[src/rtl/rle_uart_packer_if.sv]
// Sample handshake between the row compressor (master) and rle_uart_packer (slave).
interface rle_uart_packer_if;
  logic       i_valid;
  logic [7:0] i_data;
  logic [1:0] i_chan;
  logic [9:0] i_x;
  logic [8:0] i_y;
  logic       i_eol;
  logic       o_ready;

  modport master (output i_valid, i_data, i_chan, i_x, i_y, i_eol, input o_ready);
  modport slave  (input i_valid, i_data, i_chan, i_x, i_y, i_eol, output o_ready);
endinterface

[src/rtl/rle_uart_packer.sv]
// Per-channel run-length encoder packing runs into 5-byte packets sent 8N1 on o_tx.
// Define PACKER_PARITY_EN to send 8E1 frames instead.
//
// state    | meaning
// ST_RESET | one cycle after reset release, clears trackers
// ST_RUN   | accepting samples
// ST_FLUSH | end of row, emitting active trackers Y, U, V in order
module rle_uart_packer #(
  parameter int CLKS_PER_BIT = 868,
  parameter int RUN_MAX      = 1023
) (
  input  logic              CLK,
  input  logic              RST,
  rle_uart_packer_if.slave  s,
  output logic              o_tx,
  output logic              o_busy,
  output logic [15:0]       o_pkt_count
);

`ifdef PACKER_PARITY_EN
  localparam int FRAME_BITS = 11;
`else
  localparam int FRAME_BITS = 10;
`endif
  localparam logic [5:0]    PKT_BITS  = 6'(5 * FRAME_BITS);
  localparam logic [3:0]    FPOS_LAST = 4'(FRAME_BITS - 1);
  localparam logic [9:0]    RUN_MAX_L = 10'(RUN_MAX);
  localparam int            TW        = $clog2(CLKS_PER_BIT);
  localparam logic [TW-1:0] BIT_LAST  = TW'(CLKS_PER_BIT - 1);

  typedef enum logic [1:0] {ST_RESET, ST_RUN, ST_FLUSH} state_t;

  state_t      state;
  logic [1:0]  fl_ch;
  logic        pkt_pending;
  logic [39:0] pkt;

  logic        trk_active [3];
  logic [7:0]  trk_val    [3];
  logic [9:0]  trk_x      [3];
  logic [8:0]  trk_y      [3];
  logic [9:0]  trk_len    [3];

  logic          ser_active;
  logic          ser_load;
  logic [39:0]   sh;
  logic [TW-1:0] timer;
  logic [5:0]    bits_left;
  logic [3:0]    fpos;
`ifdef PACKER_PARITY_EN
  logic          par;
`endif

  logic accept;

  assign s.o_ready = (state == ST_RUN) && !pkt_pending;
  assign accept    = s.i_valid && s.o_ready;
  assign ser_load  = pkt_pending && !ser_active;
  assign o_busy    = pkt_pending || ser_active;

  // Byte 0 lands in bits [7:0] so the serializer can shift straight out.
  function automatic logic [39:0] pack(input logic [1:0] ch, input logic [7:0] val,
                                       input logic [9:0] x, input logic [8:0] y,
                                       input logic [9:0] len);
    return {len[7:0], val, {1'b0, len[9:8], ch, y[8], x[9:8]}, y[7:0], x[7:0]};
  endfunction

  always_ff @(posedge CLK) begin
    if (!RST) begin
      state       <= ST_RESET;
      fl_ch       <= 2'd0;
      pkt_pending <= 1'b0;
      pkt         <= '0;
      for (int i = 0; i < 3; i++) begin
        trk_active[i] <= 1'b0;
        trk_val[i]    <= '0;
        trk_x[i]      <= '0;
        trk_y[i]      <= '0;
        trk_len[i]    <= '0;
      end
    end else begin
      if (ser_load) pkt_pending <= 1'b0;
      case (state)
        ST_RESET: begin
          for (int i = 0; i < 3; i++) trk_active[i] <= 1'b0;
          state <= ST_RUN;
        end
        ST_RUN: begin
          if (accept) begin
            if (s.i_chan != 2'd3) begin
              if (trk_active[s.i_chan] && trk_val[s.i_chan] == s.i_data &&
                  trk_y[s.i_chan] == s.i_y && trk_len[s.i_chan] < RUN_MAX_L) begin
                trk_len[s.i_chan] <= trk_len[s.i_chan] + 10'd1;
              end else begin
                if (trk_active[s.i_chan]) begin
                  pkt         <= pack(s.i_chan, trk_val[s.i_chan], trk_x[s.i_chan],
                                      trk_y[s.i_chan], trk_len[s.i_chan]);
                  pkt_pending <= 1'b1;
                end
                trk_active[s.i_chan] <= 1'b1;
                trk_val[s.i_chan]    <= s.i_data;
                trk_x[s.i_chan]      <= s.i_x;
                trk_y[s.i_chan]      <= s.i_y;
                trk_len[s.i_chan]    <= 10'd1;
              end
            end
            if (s.i_eol) begin
              state <= ST_FLUSH;
              fl_ch <= 2'd0;
            end
          end
        end
        ST_FLUSH: begin
          // An active tracker holds here until the holding register is free.
          if (!trk_active[fl_ch] || !pkt_pending) begin
            if (trk_active[fl_ch]) begin
              pkt               <= pack(fl_ch, trk_val[fl_ch], trk_x[fl_ch],
                                        trk_y[fl_ch], trk_len[fl_ch]);
              pkt_pending       <= 1'b1;
              trk_active[fl_ch] <= 1'b0;
            end
            if (fl_ch == 2'd2) state <= ST_RUN;
            else               fl_ch <= fl_ch + 2'd1;
          end
        end
        default: state <= ST_RESET;
      endcase
    end
  end

  // The load cycle leaves timer at zero so the start bit appears on the next edge.
  always_ff @(posedge CLK) begin
    if (!RST) begin
      ser_active  <= 1'b0;
      o_tx        <= 1'b1;
      o_pkt_count <= 16'd0;
      sh          <= '0;
      timer       <= '0;
      bits_left   <= 6'd0;
      fpos        <= 4'd0;
`ifdef PACKER_PARITY_EN
      par         <= 1'b0;
`endif
    end else if (ser_load) begin
      ser_active <= 1'b1;
      sh         <= pkt;
      timer      <= '0;
      bits_left  <= PKT_BITS;
      fpos       <= 4'd0;
    end else if (ser_active) begin
      if (timer != '0) begin
        timer <= timer - TW'(1);
      end else if (bits_left == 6'd0) begin
        ser_active  <= 1'b0;
        o_tx        <= 1'b1;
        o_pkt_count <= o_pkt_count + 16'd1;
      end else begin
        timer     <= BIT_LAST;
        bits_left <= bits_left - 6'd1;
        fpos      <= (fpos == FPOS_LAST) ? 4'd0 : fpos + 4'd1;
        if (fpos == 4'd0) begin
          o_tx <= 1'b0;
`ifdef PACKER_PARITY_EN
          par  <= ^sh[7:0];
`endif
        end else if (fpos <= 4'd8) begin
          o_tx <= sh[0];
          sh   <= {1'b0, sh[39:1]};
`ifdef PACKER_PARITY_EN
        end else if (fpos == 4'd9) begin
          o_tx <= par;
`endif
        end else begin
          o_tx <= 1'b1;
        end
      end
    end
  end

endmodule
[src/flat_wrapper.sv]
// flat-port wrapper written by rule: the top's interface ports become plain ports
module rle_uart_packer_flat 
#(
  parameter int CLKS_PER_BIT = 868,
  parameter int RUN_MAX      = 1023
)
  (CLK, RST, o_tx, o_busy, o_pkt_count, s_i_valid, s_i_data, s_i_chan, s_i_x, s_i_y, s_i_eol, s_o_ready);
  rle_uart_packer_if s_i ();
  input  logic CLK;
  input  logic RST;
  output logic o_tx;
  output logic o_busy;
  output logic [15:0] o_pkt_count;
  input wire logic [$bits(s_i.i_valid)-1:0] s_i_valid;
  input wire logic [$bits(s_i.i_data)-1:0] s_i_data;
  input wire logic [$bits(s_i.i_chan)-1:0] s_i_chan;
  input wire logic [$bits(s_i.i_x)-1:0] s_i_x;
  input wire logic [$bits(s_i.i_y)-1:0] s_i_y;
  input wire logic [$bits(s_i.i_eol)-1:0] s_i_eol;
  output wire logic [$bits(s_i.o_ready)-1:0] s_o_ready;
  assign s_i.i_valid = s_i_valid;
  assign s_i.i_data = s_i_data;
  assign s_i.i_chan = s_i_chan;
  assign s_i.i_x = s_i_x;
  assign s_i.i_y = s_i_y;
  assign s_i.i_eol = s_i_eol;
  assign s_o_ready = s_i.o_ready;
  rle_uart_packer #(.CLKS_PER_BIT(CLKS_PER_BIT), .RUN_MAX(RUN_MAX)) u_core (.CLK(CLK), .RST(RST), .s(s_i), .o_tx(o_tx), .o_busy(o_busy), .o_pkt_count(o_pkt_count));
endmodule
[config.mk]
export PLATFORM = sky130hd
export DESIGN_NAME = rle_uart_packer_flat
export DESIGN_NICKNAME = d
export VERILOG_FILES = /design/src/rtl/rle_uart_packer_if.sv /design/src/rtl/rle_uart_packer.sv /design/src/flat_wrapper.sv
export SDC_FILE = /design/constraint.sdc
export NUM_CORES = 1
export LEC_CHECK = 0
export CAP_MARGIN = 5
export CORE_UTILIZATION = 50
export CTS_CLUSTER_SIZE = 20
export DETAILED_ROUTE_END_ITERATION = 6
export GPL_TIMING_DRIVEN = 0
export PLACE_DENSITY_LB_ADDON = 0.05
export SLEW_MARGIN = 10
export SYNTH_ARGS = -nofsm -noshare
export SYNTH_HDL_FRONTEND = slang
export SYNTH_SLANG_ARGS = --single-unit
[constraint.sdc]
create_clock -name CLK -period 6.5 [get_ports CLK]
set_input_delay 0.975 -clock CLK [delete_from_list [all_inputs] [get_ports CLK]]
set_output_delay 0.975 -clock CLK [all_outputs]
set_load 0.05 [all_outputs]
==> impl_metrics.tcl, run 1 <==
set metrics [dict create \
    status "finished, final reports clean" \
    worst_clock_skew_ns 0.02439 \
    vias 9902 \
    cts_max_level 1 \
    critPathKind "input pin to flop" \
    final_nets 1403 \
    vias_per_cell 5.737 \
    hpwl_um 25090 \
    post-cts-setup-buffers 0 \
    grt_remaining_overflow 0 \
    synth_edf_count 152 \
    rows 60 \
    drv_cap 0 \
    ir_worst_vdd_v 0.0002219 \
    async_flop_share_pct 0 \
    period_share_pct 88.32 \
    clk_transition_reported_paths_ns 0.06 \
    cts_resized 0 \
    clock_power_share_pct 34.1 \
    area_growth_pct 15.70 \
    pwr-share-seq_pct 42.6 \
    synth_area_per_cell_um2 10.99 \
    hold_buffers 0 \
    power.share.switching_pct 30.76 \
    numCtsBuffers 30 \
    core_area_um2 26880 \
    synth.distinct_cells 59 \
    hold_ws_ns 0.4690 \
    root_buffer "clkbuf_16" \
    final_cells 1726 \
    maxSlewViolCount 0 \
    clk_latency_ns 0.57 \
    setup_violations 0 \
    clkSinkCount 276 \
    yosys_register_bits 276 \
    max_freq_ghz 0.1742 \
    worstSetupEndpointType "flop" \
    drtIter0Drc 996 \
    seq_area_frac_synth_pct 51.66 \
    syn_area_um2 13640 \
    cts_tree "done" \
    grt_antenna_before_repair 1 \
    diodes 0 \
    drc_errors 0 \
    ant_nets 0 \
    start_util_pct 50.75 \
    grtUsageTotal_pct 25.83 \
    multi_input_area_um2 6267 \
    ff_latch_area_um2 7047 \
    synth_ff_type "edfxtp_1" \
    worst-slew-pin-transition_ns 1.243 \
    p_switching_mw 1.529 \
    firstDrtPassIters 5 \
    grt_pass1_wl_um 55430 \
    nFillCells 2344 \
    leakage_nw 5.607 \
    first_global_vias 9700 \
    post_route_cells_drive_above_1_share_pct 11.12 \
    rsz0062_at_grt "false" \
    ys.warnings.count 0 \
    hp-class "flop to flop" \
    relSlewSlack_pct 16.90 \
    routed_wl_um 35330 \
    rrSetupSlack_ns 2.47 \
    cts_buffer_depth 3 \
    internal-power_mw 3.443 \
    wl_per_cell_um 20.47 \
    dpl.cell_count 1670 \
    die_x_um 167.2 \
    critPathArrivalTime_ns 6.16 \
    dieArea_um2 27940 \
    synth_cells 1241 \
    power_density_nw_per_um2 315.1 \
    grt_max_degree 28 \
    startpoint_type "input pin" \
    hold_viol 0 \
    period_minus_slack_ns 5.741 \
    cp_max_fo 10 \
    gp_congestion 0.8660 \
    die_h_um 167.2 \
    power_frac_comb_pct 23.3 \
    cp.required_ns 6.92 \
    ios 52 \
    port_buffers 49 \
]
## registers in the layout (all words and copies together) (netlist names), named ones only
name                flops
u_core.bits_left        6
u_core.fl_ch            2
u_core.fpos             4
u_core.o_pkt_count     16
u_core.o_tx             1
u_core.pkt             39
u_core.pkt_pending      1
u_core.ser_active       1
u_core.sh              40
u_core.state            2
u_core.timer           10
u_core.trk_active       4
u_core.trk_len         40
u_core.trk_val         32
u_core.trk_x           40
u_core.trk_y           36
## metrics by stage
stage | area, um^2 | worst slack, ns | total power [mW] | setup TNS, ns | util [%]
3_3_place_gp | 14690 | -2.352 | 3.280 | -144.27 | 54.66
6_report | 15780 | 0.7590 | 4.973 | 0 | 58.72
2_1_floorplan | 13770 | 0.8200 | 2.918 | 0 | -
5_1_grt | 15780 | 0.5894 | 5.195 | 0 | 58.72
3_5_place_dp | 14790 | 0.1790 | 3.301 | 0 | 55.04
4_1_cts | 15780 | 0.7523 | 5.000 | 0 | 58.72
## kinds of logic (layout without fill, tap and decap cells)
kind of cell	after synthesis	after routing	share of synthesized area, %
XOR/XNOR	51	51	3.275
flip-flops	276	276	51.66
AND/OR/NAND/NOR	506	506	17.22
other	1	37	0.02749
AO/OA/AOI/OAI	181	181	9.917
buffers and inverters	118	226	3.559
adder cells (fa/ha/maj)	9	9	0.8256
multiplexers	99	99	13.51
## cell type report
class	count	share of cell area, %
repair buffers	52	3.584
flip-flops and latches	276	44.66
clock inverters	14	0.7691
clock buffers	42	5.495
well taps	341	2.704
multi-input cells	883	39.72
plain buffers	92	2.458
inverters	26	0.6185
## power by group through the flow
stage / registers, mW / clock network, mW / logic (mW)
after floorplan: 2.11 / 0 / 0.804
after global placement: 2.15 / 0 / 1.13
after detailed placement: 2.15 / 0 / 1.15
after CTS: 2.11 / 1.73 / 1.15
after global routing: 2.13 / 1.79 / 1.27
final: 2.12 / 1.70 / 1.16
## metal layers
layer	GRT usage, %	up-vias	part of all wire [%]
met5	0	-	0
met4	5.903	0	1.9
met3	3.663	54	5.7
met2	42.31	248	47
met1	36.52	4875	45
li1	-	4725	-
## critical path: stages
cell	delay, ns
buf_2	0.30
buf_2	0.38
buf_4	0.30
buf_1	0.55
mux4_2	0.39
ha_1	0.22
nand2_1	0.06
o22ai_1	0.36
nand4bb_1	0.33
nand4_1	0.25
a2111oi_4	0.08
buf_4	0.19
nor4b_2	1.01
clkbuf_1	0.53
and2_1	0.20
## synth_stat cells, types with 9 or more instances
cell type / count / area [um^2]
o21ai_1: 10 / 50.05
nand2_1: 143 / 536.8
nor2b_1: 12 / 75.07
xnor2_1: 28 / 245.2
buf_2: 10 / 50.05
ha_1: 9 / 112.6
nor3_1: 12 / 60.06
mux4_2: 68 / 1531
nand4_1: 13 / 81.33
a21oi_1: 21 / 105.1
and2_1: 85 / 531.8
a311oi_1: 38 / 332.8
nand3_1: 17 / 85.08
xor2_1: 23 / 201.4
clkbuf_1: 65 / 244.0
dfxtp_1: 124 / 2482
and3_1: 9 / 56.30
edfxtp_1: 152 / 4564
buf_1: 11 / 41.29
mux2i_1: 30 / 300.3
inv_1: 26 / 97.59
a221oi_2: 10 / 150.1
nor2_1: 183 / 686.9
o21ai_0: 49 / 245.2
a221oi_1: 29 / 254.0
## cell usage in the layout, fill, tap and decap left out, types with 21 or more instances in the layout
cell type	synthesis	routed
nor2_1	183	183
edfxtp_1	152	152
nand2_1	143	143
dfxtp_1	124	124
and2_1	85	85
clkbuf_1	65	71
mux4_2	68	68
clkdlybuf4s50_1	0	49
o21ai_0	49	47
a311oi_1	38	38
conb_1	1	37
clkbuf_16	0	31
mux2i_1	30	30
a221oi_1	29	29
xnor2_1	28	28
inv_1	26	26
xor2_1	23	23
a21oi_1	21	21
## worst paths after layout
| kind | from | to | cells past startpoint |
|---|---|---|---|
| worst max-delay path | s_i_chan[1] | u_core.trk_val[1][1] | 15 |
| worst min-delay path | u_core.pkt[39] | u_core.sh[39] | 2 |
| worst max register to register | u_core.trk_len[0][0] | u_core.trk_val[1][1] | 11 |
| worst min register to register | u_core.pkt[39] | u_core.sh[39] | 2 |
Power figures use the tool's default switching activity.
==> run 2, diff against run 1 <==
PLACE_DENSITY_LB_ADDON = 0.15   (was 0.05)
==> run 2 against run 1 <==
Final cell count unchanged. Count of clock-buffer cells in the layout up 6. Sequential power about the same. First-iteration DRC count down 15%. Largest power group unchanged. Routed wire length down 0.57%. Setup slack better by 0.43 ns. Clock skew up 0.0015 ns. Critical path depth unchanged. Die area unchanged.
==> impl_metrics.tcl, run 2 (synthesis results as in run 1) <==
set metrics [dict create \
    drv_cap 0 \
    status "finished, final reports clean" \
    worst-slew-pin-transition_ns 1.097 \
    crit_chain "buf_2 -> buf_2 -> buf_4 -> buf_1 -> mux4_2 -> ha_1 -> nand2_1 -> o22ai_1 -> nand4bb_1 -> nand4_1 -> a2111oi_4 -> buf_4 -> nor4b_4 -> nand2b_2 -> buf_12" \
    port_buffers 49 \
    reg2reg_from "u_core.trk_len[3][0]" \
    relSlewSlack_pct 26.88 \
    clkSinkCount 276 \
    die_x_um 167.2 \
    nFillCells 2319 \
    grt_max_degree 28 \
    vias 10026 \
    slowest_delay_ns 0.67 \
    cp_max_fo 27 \
    tns_ns 0 \
    drc_errors 0 \
    post-cts-setup-buffers 0 \
    critPathArrivalTime_ns 5.54 \
    cts_tree "done" \
    critPathKind "input pin to flop" \
    ios 52 \
    leakage_nw 5.595 \
    maxSlewViolCount 0 \
    final_nets 1403 \
    crit_buf_inv 6 \
    cts_resized 0 \
    grt_antenna_before_repair 0 \
    grt_pass1_wl_um 55410 \
    firstDrtPassIters 7 \
    vias_per_cell 5.809 \
    hp-class "flop to flop" \
    cp.required_ns 6.73 \
    grt_remaining_overflow 0 \
    drtIter0Drc 846 \
    max_freq_ghz 0.1883 \
    rsz0062_at_grt "false" \
    startpoint "s_i_chan[1]" \
    root_buffer "clkbuf_16" \
    worst_clock_skew_ns 0.02590 \
    routed_wl_um 35130 \
    clk_transition_reported_paths_ns 0.06 \
    area_growth_pct 15.60 \
    core_area_um2 26880 \
    wl_per_cell_um 20.35 \
    power_mw 4.932 \
    worstSetupEndpointType "flop" \
    min_from "u_core.sh[39]" \
    hpwl_um 24860 \
    period_minus_slack_ns 5.311 \
    setup_violations 0 \
    startpoint_type "input pin" \
    layout.cells.most_common_list "183 x nor2_1, 152 x edfxtp_1, 143 x nand2_1" \
    cts_max_level 1 \
    hold_buffers 0 \
    post-route-util_pct 58.66 \
    cts_buffer_depth 3 \
    first_global_vias 9928 \
    post_route_cells_drive_above_1_share_pct 10.90 \
    cp_top_family "buffers and inverters" \
    period_share_pct 81.71 \
    gp_congestion 0.8913 \
    numCtsBuffers 30 \
    top_regs "u_core.sh: 40 flops, u_core.trk_len: 40 flops, u_core.trk_x: 40 flops" \
    cpMaxStageDelayCell "nor4b_4" \
    final_common_cell "nor2_1" \
    hold_ws_ns 0.4736 \
    rows 60 \
    clk_latency_ns 0.56 \
    dieArea_um2 27940 \
    ir_worst_vdd_v 0.0002126 \
    power_density_nw_per_um2 312.8 \
    die_h_um 167.2 \
    hold_viol 0 \
    start_util_pct 50.75 \
    grtUsageTotal_pct 25.63 \
    ant_nets 0 \
    diodes 0 \
]
run 2: cell type report:
type	count	area, um^2	share of cell area (%)
clock inverters	8	66.31	0.4206
inverters	26	97.59	0.6190
plain buffers	92	387.9	2.460
well taps	341	426.7	2.706
repair buffers	52	565.5	3.587
flip-flops and latches	276	7047	44.69
multi-input cells	883	6276	39.81
clock buffers	48	899.6	5.706
run 2: worst min-delay path, cell delays in order, from the launching register on:
cell and delay, ns:
dfxtp_1 0.31, nand3_1 0.06, a21oi_1 0.06
run 2: routing by layer:
layer / wire length [um] / track usage [%] / up-vias / share of wire, %
met5: 0 / 0 / - / 0
met4: 921 / 8.097 / 0 / 2.6
met3: 2302 / 3.994 / 54 / 6.6
met2: 16850 / 42.61 / 328 / 48
met1: 15060 / 34.62 / 4906 / 43
li1: - / - / 4738 / -
run 2: path summary, 6_finish.rpt:
kind / end / slack (ns) / cells past startpoint
hold / removal: u_core.sh[39] / 0.47 / 2
setup / recovery: u_core.trk_y[1][6] / 1.19 / 15
setup reg to reg: u_core.trk_y[0][4] / 2.84 / 10
hold reg to reg: u_core.sh[39] / 0.47 / 2
run 2: metrics by stage:
step | cell area (um^2) | std cells | worst slack [ns]
floorplan | 13770 | 1277 | 0.8200
global placement | 14690 | 1667 | -2.149
detailed placement | 14790 | 1670 | 0.2993
CTS | 15760 | 1726 | 0.8467
global route | 15770 | 1726 | 0.9493
finish | 15770 | 1726 | 1.189
run 2: where the power goes:
| part | switching (mW) | internal (mW) |
|---|---|---|
| registers | 0.100 | 2.02 |
| clock network | 0.679 | 0.982 |
| logic | 0.730 | 0.421 |
| total | 1.51 | 3.42 |
==> run 3, diff against run 2 <==
clock period = 4.5 ns   (was 6.5 ns; I/O delays follow)
==> run 3 against run 2 <==
Utilization grew 0.35 points. Critical endpoint is now u_core.trk_y[2][6]. Register-to-register slack got worse by 1.8 ns. Final cell count is essentially flat. Critical path depth fell by 2. Setup slack got worse by 0.96 ns. Clock skew is 0.0047 ns lower. Non-clock buffer count unchanged. Sequential power up 44%. Global-route usage rose by 0.15 points. Via count rose by 0.50%. Die area unchanged. Combinational power is 46% higher. Critical path type unchanged.
==> impl_metrics.tcl, run 3 (synthesis results as in run 1) <==
set metrics [dict create \
    dpl.cell_count 1669 \
    root_buffer "clkbuf_16" \
    cp_max_fo 19 \
    wl_per_cell_um 20.47 \
    vias_per_cell 5.841 \
    gp_congestion 0.8610 \
    port_buffers 49 \
    power_mw 7.323 \
    status "finished, final reports clean" \
    placed_cell_area_um2 14770 \
    nFillCells 2316 \
    hp-class "flop to flop" \
    clkSinkCount 276 \
    routed_wl_um 35310 \
    drtIter0Drc 763 \
    p_switching_mw 2.221 \
    grtUsageTotal_pct 25.78 \
    ios 52 \
    grt_max_degree 28 \
    critPathKind "input pin to flop" \
    relSlewSlack_pct 30.80 \
    top_layer "met4" \
    wl_met1_um 14950 \
    rows 60 \
    ant_nets 0 \
    wl_met2_um 16780 \
    power_frac_comb_pct 22.9 \
    worst-slew-pin-transition_ns 1.038 \
    critPathArrivalTime_ns 4.52 \
    vias 10076 \
    pwr-share-seq_pct 41.8 \
    numCtsBuffers 31 \
    clk_transition_reported_paths_ns 0.06 \
    die_h_um 167.2 \
    worstSetupEndpointType "flop" \
    startpoint_type "input pin" \
    first_global_vias 9743 \
    period_minus_slack_ns 4.268 \
    tns_ns 0 \
    firstDrtPassIters 5 \
    clk_latency_ns 0.56 \
    cp.required_ns 4.76 \
    ir_worst_vdd_v 0.0003211 \
    multi_input_area_um2 6286 \
    rsz0062_at_grt "false" \
    grt_pass1_wl_um 55460 \
    setup_violations 0 \
    setup_ws_ns 0.2319 \
    final_nets 1404 \
    drv_cap 0 \
    power.share.switching_pct 30.32 \
    final_common_cell "nor2_1" \
    cts_tree "done" \
    ff_latch_area_um2 7047 \
    post_route_cells_drive_above_1_share_pct 11.63 \
    maxSlewViolCount 0 \
    cts_buffer_depth 3 \
    grt_remaining_overflow 0 \
    power_density_nw_per_um2 461.7 \
    dpl_worst_slack_ns -2.045 \
    worst_clock_skew_ns 0.02117 \
    final_cells 1725 \
    max_freq_ghz 0.2343 \
    cts_max_level 1 \
    wl_met3_um 2569 \
    drc_errors 0 \
    hpwl_um 24690 \
    dieArea_um2 27940 \
    clock_power_share_pct 35.3 \
    diodes 0 \
    internal-power_mw 5.103 \
    hold_viol 0 \
    area_growth_pct 16.28 \
    leakage_nw 5.652 \
    core_area_um2 26880 \
    grt_antenna_before_repair 1 \
    period_share_pct 94.85 \
    design_area_um2 15860 \
    start_util_pct 50.75 \
    layout.cells.most_common_list "181 x nor2_1, 152 x edfxtp_1, 143 x nand2_1" \
    top_regs "u_core.sh: 40 flops, u_core.trk_len: 40 flops, u_core.trk_x: 40 flops" \
    die_x_um 167.2 \
]
run 3: cell count changes in the layout (fill, tap and decap cells not counted), moves of 3 or more:
cell / delta
bufinv_16: +3
buf_4: +3
clkinv_1: +5
clkbuf_1: -13
clkbuf_2: +7
run 3: power by group through the flow:
stage	Clock, mW	Sequential, mW	Combinational (mW)
final	2.59	3.06	1.68
after global routing	2.71	3.08	1.82
after CTS	2.61	3.06	1.66
after detailed placement	0	3.11	1.64
after global placement	0	3.10	1.61
after floorplan	0	3.05	1.16
run 3: metrics by stage:
| step | util [%] | hold slack [ns] |
|---|---|---|
| after detailed placement | 54.96 | 0.4657 |
| after CTS | 58.96 | 0.4756 |
| final | 59.01 | 0.4791 |
| after floorplan | - | 0.4323 |
| after global routing | 59.01 | 0.4975 |
| after global placement | 54.67 | 0.4570 |
run 3: cell type report:
type	instances	area share (%)
plain buffers	91	2.532
clock buffers	41	5.514
clock inverters	14	1.049
inverters	26	0.6153
multi-input cells	883	39.63
flip-flops and latches	276	44.43
well taps	341	2.690
repair buffers	53	3.534
run 3: worst max-delay path: stages:
cell	delay, ns
buf_2	0.28
buf_2	0.42
buf_4	0.42
mux4_2	0.33
ha_1	0.22
nand2_1	0.06
o22ai_1	0.29
nand4bb_1	0.31
nand4_1	0.25
a2111oi_4	0.07
clkbuf_2	0.28
o21ai_4	0.64
buf_16	0.23
run 3: per-layer routing:
layer  up-vias  track usage, %
met5         -               0
met4         0           7.938
met3        67           4.491
met2       314           42.95
met1      4957           34.50
li1       4738               -
run 3: what timing repair did:
item                                    CTS  global route
resized for setup                         6            14
buffers inserted                          2             0
endpoints found under the hold margin     0             0
hold buffers                              0             0
endpoints found under the setup margin  198           136
cloned                                    0             0
pin swaps                                 1             0
run 3: final timing paths:
kind,to,slack [ns],from,cells after the start
setup / recovery,u_core.trk_y[2][6],0.23,s_i_chan[1],13
hold / removal,u_core.sh[31],0.48,u_core.sh[31],2
setup reg to reg,u_core.trk_val[1][2],1.06,u_core.trk_len[3][1],12
hold reg to reg,u_core.sh[31],0.48,u_core.sh[31],2
